[config.mk]
export PLATFORM = sky130hd
export DESIGN_NAME = pc_gen
export DESIGN_NICKNAME = d
export VERILOG_FILES = /design/src/rtl/pc_gen.sv
export SDC_FILE = /design/constraint.sdc
export NUM_CORES = 1
export LEC_CHECK = 0
export BUFFER_PORTS_ARGS = -buffer_cell sky130_fd_sc_hd__clkbuf_2
export CORE_MARGIN = 4
export CORE_UTILIZATION = 35
export DETAILED_ROUTE_END_ITERATION = 16
export PLACE_DENSITY = 0.7
export SLEW_MARGIN = 20
export SYNTH_ARGS = -nofsm -noshare
export SYNTH_HDL_FRONTEND = slang
export SYNTH_SLANG_ARGS = --single-unit
export TNS_END_PERCENT = 20
[constraint.sdc]
create_clock -name clk -period 5.5 [get_ports clk]
set_clock_uncertainty 0.05 [all_clocks]
set_input_delay 0.55 -clock clk [delete_from_list [all_inputs] [get_ports clk]]
set_output_delay 0.55 -clock clk [all_outputs]
set_load 0.02 [all_outputs]
[src/rtl/pc_gen.sv]
// pc_gen: fetch program-counter generator with branch/JAL/JALR/trap redirect,
// stall-time redirect buffering and misaligned-target trapping.
// Optional redirect counter enabled by defining PC_GEN_REDIR_CNT_EN.
// ---------------------------------------------------------------------------
// Module   : pc_gen
// Revision : 1.0
// ---------------------------------------------------------------------------
`default_nettype none

module pc_gen #(
  parameter int                    ADDR_WIDTH   = 64,
  parameter logic [ADDR_WIDTH-1:0] RESET_VECTOR = '0
) (
  input  logic                  clk,
  input  logic                  rst,
  input  logic [ADDR_WIDTH-1:0] bra_addr,
  input  logic [ADDR_WIDTH-1:0] jal_addr,
  input  logic [ADDR_WIDTH-1:0] jalr_addr,
  input  logic [ADDR_WIDTH-1:0] trap_vec,
  input  logic                  redir_valid,
  input  logic [1:0]            redir_type,
  input  logic                  stall,
  input  logic                  fetch_ready,
  output logic                  fetch_valid,
  output logic [ADDR_WIDTH-1:0] fetch_pc,
  output logic                  redir_pending,
  output logic                  misalign_trap,
  output logic [ADDR_WIDTH-1:0] misalign_addr
`ifdef PC_GEN_REDIR_CNT_EN
  ,
  output logic [31:0]           redir_count
`endif
);

  typedef enum logic [1:0] {
    BOOT = 2'd0,
    RUN  = 2'd1,
    HOLD = 2'd2
  } state_t;

  localparam logic [1:0] TYPE_BRA  = 2'b00;
  localparam logic [1:0] TYPE_JAL  = 2'b01;
  localparam logic [1:0] TYPE_JALR = 2'b10;
  localparam logic [1:0] TYPE_TRAP = 2'b11;

  state_t                  state;
  logic [ADDR_WIDTH-1:0]   pend_tgt;
  logic                    pend_trap;

  logic [ADDR_WIDTH-1:0]   tgt;
  logic                    misal;
  logic [ADDR_WIDTH-1:0]   final_tgt;
  logic                    is_trap;
  logic                    keep_pending;
  logic [ADDR_WIDTH-1:0]   hold_tgt;
  logic                    hold_trap;

  always_comb begin
    tgt = bra_addr;
    case (redir_type)
      TYPE_BRA:  tgt = bra_addr;
      TYPE_JAL:  tgt = jal_addr;
      TYPE_JALR: tgt = jalr_addr;
      TYPE_TRAP: tgt = trap_vec;
      default:   tgt = bra_addr;
    endcase
  end

  // trap_vec is trusted; only computed targets are alignment-checked.
  assign misal     = (redir_type != TYPE_TRAP) && (tgt[1:0] != 2'b00);
  assign final_tgt = misal ? trap_vec : tgt;
  assign is_trap   = (redir_type == TYPE_TRAP) || misal;

  // A buffered trap must not be lost to a later ordinary redirect.
  assign keep_pending = pend_trap && !is_trap;
  assign hold_tgt     = (redir_valid && !keep_pending) ? final_tgt : pend_tgt;
  assign hold_trap    = (redir_valid && !keep_pending) ? is_trap   : pend_trap;

  assign fetch_valid  = (state == RUN) && !stall;

  always_ff @(posedge clk or posedge rst) begin
    if (rst) begin
      state         <= BOOT;
      fetch_pc      <= RESET_VECTOR;
      pend_tgt      <= '0;
      pend_trap     <= 1'b0;
      redir_pending <= 1'b0;
      misalign_trap <= 1'b0;
      misalign_addr <= '0;
`ifdef PC_GEN_REDIR_CNT_EN
      redir_count   <= '0;
`endif
    end else begin
      misalign_trap <= 1'b0;
      if (redir_valid && misal) begin
        misalign_trap <= 1'b1;
        misalign_addr <= tgt;
      end

      case (state)
        BOOT, RUN: begin
          if (redir_valid) begin
            if (stall) begin
              pend_tgt      <= final_tgt;
              pend_trap     <= is_trap;
              redir_pending <= 1'b1;
              state         <= HOLD;
            end else begin
              fetch_pc <= final_tgt;
              state    <= RUN;
`ifdef PC_GEN_REDIR_CNT_EN
              redir_count <= redir_count + 32'd1;
`endif
            end
          end else begin
            if (fetch_valid && fetch_ready) begin
              fetch_pc <= fetch_pc + ADDR_WIDTH'(4);
            end
            state <= RUN;
          end
        end

        HOLD: begin
          if (!stall) begin
            fetch_pc      <= hold_tgt;
            pend_trap     <= 1'b0;
            redir_pending <= 1'b0;
            state         <= RUN;
`ifdef PC_GEN_REDIR_CNT_EN
            redir_count   <= redir_count + 32'd1;
`endif
          end else begin
            pend_tgt  <= hold_tgt;
            pend_trap <= hold_trap;
          end
        end

        default: begin
          state <= BOOT;
        end
      endcase
    end
  end

endmodule

`default_nettype wire
* After elaboration in Yosys (flattened, before gate mapping)
Index checks and enable logic that the tools add are counted.
** Cells by class
- Eq/ne operators :: 13
- $add $sub $neg :: 1
- Reductions and logical operators :: 19
- Multiplexer cells :: 26
** Operators by type and width (number)
- two-way mux 64 bit :: 9
- case mux 64 bit (2 select lines) :: 2
- case mux 64 bit (4 select lines) :: 1
- adder 64 x 3 -> 64 bit, second input constant :: 1
- AND reduction 4 bit :: 4
- != test 2 bit, second input constant :: 5
- != test 3 bit, second input constant :: 3
- two-way mux 1 bit :: 8
- == test 2 bit, second input constant :: 3
- logical AND 1 bit :: 6
- two-way mux 2 bit :: 3
- == test 2 x 1 -> 1 bit, second input constant :: 2
- logical NOT 2 bit :: 2
- case mux 1 bit (2 select lines) :: 2
- case mux 2 bit (2 select lines) :: 1
- nonzero test 2 bit :: 2
- logical NOT 1 bit :: 3
- OR reduction 2 bit :: 1
- logical OR 1 bit :: 1
** Storage, ports and cells
- Logic and storage cells :: 66
- Bits of input ports :: 263
- Flip-flop bits (word level) :: 197
- Output and inout bits :: 131

* Depth between registers and ports, before layout
- Word-level depth :: 12
- Depth in mapped cells :: 10
- Gate-level depth less buffers :: 7

* Least setup slack after synthesis
No wires, ideal clock.
- Path type :: in2reg
- Start point :: input port redir_type[1]
- End point :: register fetch_pc[8]
- Setup slack :: 3022 ps
- Data arrival time :: 2301 ps
- Library setup time :: 127 ps
- Required time :: 5323 ps
- Stages :: 8
- Cells stage by stage :: buf_2 > clkbuf_1 > clkbuf_1 > mux4_2 > mux2i_1 > nand2_1 > a221oi_1 > nor2_1
** Between the ends
- Longest elaborated chain between the ends :: 12
- Elaborated cells between the ends (all ways) :: 19
** RTL lines
- start, declared :: RTL line 21 : input logic [1:0] redir_type,
- == test 2 bit, or another cell as far along :: RTL line 60, 72
- case mux 64 bit (4 select lines) :: RTL line 60 : case (redir_type)
- nonzero test 2 bit :: RTL line 70 : assign misal = (redir_type != TYPE_TRAP) && (tgt[1:0] != 2'b00);
- logical AND 1 bit :: RTL line 70
- logical OR 1 bit :: RTL line 72 : assign is_trap = (redir_type == TYPE_TRAP) || misal;
- logical NOT 1 bit :: RTL line 75 : assign keep_pending = pend_trap && !is_trap;
- logical AND 1 bit :: RTL line 75
- logical NOT 1 bit :: RTL line 76 : assign hold_tgt = (redir_valid && !keep_pending) ? final_tgt : pend_tgt;
- logical AND 1 bit :: RTL line 76
- two-way mux 64 bit :: RTL line 76
- two-way mux 64 bit :: RTL line 124 : if (!stall) begin
- case mux 64 bit (2 select lines) * :: RTL line 100 : case (state)
- end signal, assigned :: RTL line 109 : fetch_pc <= final_tgt;
- end signal, assigned :: RTL line 117 : fetch_pc <= fetch_pc + ADDR_WIDTH'(4);
- end signal, assigned :: RTL line 125 : fetch_pc <= hold_tgt;
- end, declared :: RTL line 25 : output logic [ADDR_WIDTH-1:0] fetch_pc,
Every way passes the cells marked *; elsewhere a longest branch is shown, timed or not. The select of a mux whose other input is x is not followed.
A chain may end at the register's enable or synchronous reset.

* Final worst setup path
- Start point :: register fetch_pc[20]
- End point :: register fetch_pc[38]
** Between the ends
- Longest elaborated chain between the ends :: 4
** RTL lines
- adder 64 x 3 -> 64 bit :: RTL line 117
- two-way mux 64 bit :: RTL line 116 : if (fetch_valid && fetch_ready) begin
- two-way mux 64 bit :: RTL line 102 : if (redir_valid) begin
- case mux 64 bit (2 select lines) :: RTL line 100
Every way passes these cells. The select of a mux whose other input is x is not followed.

==> run metrics <==
Initial Utilization=35.4%; Post-Syn Nets=1451; Seq cells post-synth=197; WP data arrival=3.66 ns; clock share of power=24.5%; f_max=0.296 GHz; sequential power share=41.1%; Slowest-stage cell, CP=nor3_1; Die Height=195 um; # Post-CTS Setup Buffers=0; Post-CTS Resized=0; combinational group share of total power=34.4%; CTS H-Tree Depth=4; Rel. slew slack=27.1%; fraction of layout cells with a size suffix above 1=39.2%; # rows=68; P_int=3.28 mW; max-slew violations=0; worst skew pair latency=0.44 ns; Fin. Hold Viols=0; async set or reset register ratio after synthesis=100%; first-pass GRT wire length=74.9 mm; Sw Ratio=39.3%; Mapped Area=12200 um^2; Root Buffer=clkbuf_16; Cells after Synth=1187; CTS hold repair buffers=0; CP Cell Sequence=nand4_1 > nor2_1 > nand4_1 > nor3_1 > a21oi_1 > a211o_1; flop-to-flop setup slack=2.12 ns; via count=11800; clk slew on worst S/H paths=0.07 ns; average size of a mapped cell=10.3 um^2; Power, Total=5.40 mW; crit end category=flop; Worst Hold Class=input pin to async pin; CTS buffer count=17; max_cap viols=0; setup TNS=0 ns; DRC violations left=0; Lkg Pwr=6.56 nW; vias in the first global route=11600; gr ovfl total=0; Final Critical Period=3.38 ns; drt wl/cell=25.2 um; HPWL after DPL=38.8 mm; CTS tree=built; Yosys top cell area share=40.4%; Top cell by count, worst path=nand4_1; Synth Warn #=0; Area growth, synth to finish=23.5%; Port Buffer Count=393; Sink Count=197; Detailed Routing Iterations Pass 1=6; distinct cell type count after synthesis=73; WP buf/inv=0; ANT nets after route=0; fin crit share=61.5%; Crit path largest cell delay=0.81 ns; drt total wl=50.3 mm; Die ar.=37900 um^2; RSZ-0062 raised after global routing=false; Crit Path Class=flop to flop; Die Wd=195 um; Crit Path Max Fanout=10; clk buf depth=2; Synth top cells by count=197 x dfrtp_1, 146 x nor2_1, 135 x a21oi_1; register area share after synthesis=40.4%; GPL Wtd Cong=0.958; Setup Viol. Count Final=0; Synth Flop Type=dfrtp_1; via/cell ratio=5.91; DRT iter0 DRCs=1093; status=complete, no violations; IO Count=394; peak supply drop=0.156 mV; Global Route Usage Sum=25.8%; Post-synth EDFFs=0; Slew @ Worst Pin=1.08 ns; nets@finish=1792; top cells by area, synth=dfrtp_1 40%, mux4_2 12%, mux2_2 6.5%, a21oi_1 5.5%, mux2i_1 5.2%; Core Area=34500 um^2; pwr dens=359 nW/um^2; largest net degree at the start of global routing=104; initial antenna violation count=3; Net Sw Power=2.12 mW; worst path required time=5.77 ns; CP delay by family, top=simple AND/OR/NAND/NOR gates; area leader, netlist=dfrtp_1; count leader, synth=dfrtp_1; crit start category=flop
[final timing paths]
path,from,endpoint,depth (start not counted)
worst max-delay path,fetch_pc[20],fetch_pc[38],6
worst min-delay path,rst,fetch_pc[54],2
worst max register to register,fetch_pc[20],fetch_pc[38],6
worst min register to register,pend_tgt[15],pend_tgt[15],1
max in group asynchronous,rst,pend_tgt[59],3
min in group clk,trap_vec[1],pend_tgt[1],3
[per-layer routing]
metal / global-route usage, % / share of wire [%] / vias up
met5: 0 / 0 / -
met4: 7.73 / 3.1 / 0
met3: 5.23 / 8.4 / 86
met2: 41.5 / 47 / 694
met1: 35.4 / 41 / 5854
li1: - / - / 5165
[registers in the layout, indices dropped and copies added (netlist names)]
register / count
pend_trap: 1
redir_pending: 1
fetch_pc: 64
misalign_addr: 64
pend_tgt: 64
misalign_trap: 1
state: 2
[metrics by stage]
| step | utilization [%] | worst slack [ns] | instance area [um^2] | hold WS [ns] | std cells |
|---|---|---|---|---|---|
| after floorplan | - | 2.35 | 12200 | 0.403 | 1187 |
| after global placement | 41.9 | 1.67 | 14400 | 0.414 | 1964 |
| after detailed placement | 41.9 | 1.67 | 14400 | 0.421 | 1964 |
| after CTS | 43.7 | 2.13 | 15000 | 0.266 | 1995 |
| after global routing | 43.7 | 1.98 | 15000 | 0.299 | 1996 |
| final | 43.7 | 2.12 | 15100 | 0.239 | 1998 |
[kinds of logic (layout without fill, tap and decap cells)]
group	after synthesis	count (layout)	synth area share, %
simple gates	361	361	14.3
fa+ha+maj	1	1	0.103
compound gates	309	309	15.9
mux	198	198	23.6
other cells	0	3	0
xor+xnor	17	17	1.22
flops	197	197	40.4
buf+inv	104	457	4.48
[final cells by class]
cell class / count / area (um^2)
Clock inverter: 8 / 124
Sequential cell: 197 / 4930
Antenna cell: 3 / 7.51
Multi-Input combinational cell: 886 / 6750
Tap cell: 455 / 569
Inverter: 14 / 56.3
Clock buffer: 23 / 478
Fill cell: 3318 / 19400
Timing Repair Buffer: 412 / 2140
[layout by cell type, fill, tap and decap left out, types with 4 or more instances in the layout]
master | Yosys | layout
a211o_1 | 4 | 4
a211oi_1 | 8 | 8
a21oi_1 | 135 | 135
a221oi_1 | 6 | 6
a221oi_2 | 6 | 6
a311oi_1 | 4 | 4
a31oi_1 | 15 | 14
and2_1 | 5 | 4
and3_1 | 14 | 14
and4_1 | 5 | 5
buf_4 | 4 | 19
clkbuf_16 | 0 | 17
clkbuf_2 | 0 | 391
dfrtp_1 | 197 | 197
inv_1 | 13 | 12
mux2_2 | 70 | 70
mux2i_1 | 63 | 63
mux4_2 | 63 | 63
nand2_1 | 72 | 72
nand3_1 | 36 | 36
nand4_1 | 25 | 25
nor2_1 | 146 | 145
nor2b_1 | 4 | 4
nor3_1 | 18 | 18
nor4_1 | 12 | 12
o211ai_1 | 10 | 10
o21ai_0 | 39 | 39
o21ai_1 | 21 | 20
o221ai_1 | 7 | 7
o22ai_1 | 9 | 9
o2bb2ai_1 | 5 | 5
o31ai_1 | 8 | 8
xnor2_1 | 13 | 13
xor2_1 | 4 | 4
[power groups by stage]
stage	Clock, mW	Combinational [mW]	Sequential, mW
2_1_floorplan	0	0.887	2.40
3_3_place_gp	0	1.82	2.21
3_5_place_dp	0	1.86	2.23
4_1_cts	1.33	1.86	2.20
5_1_grt	1.38	2.00	2.26
6_report	1.32	1.86	2.22
Note: power is estimated with default switching activity, not from simulation.
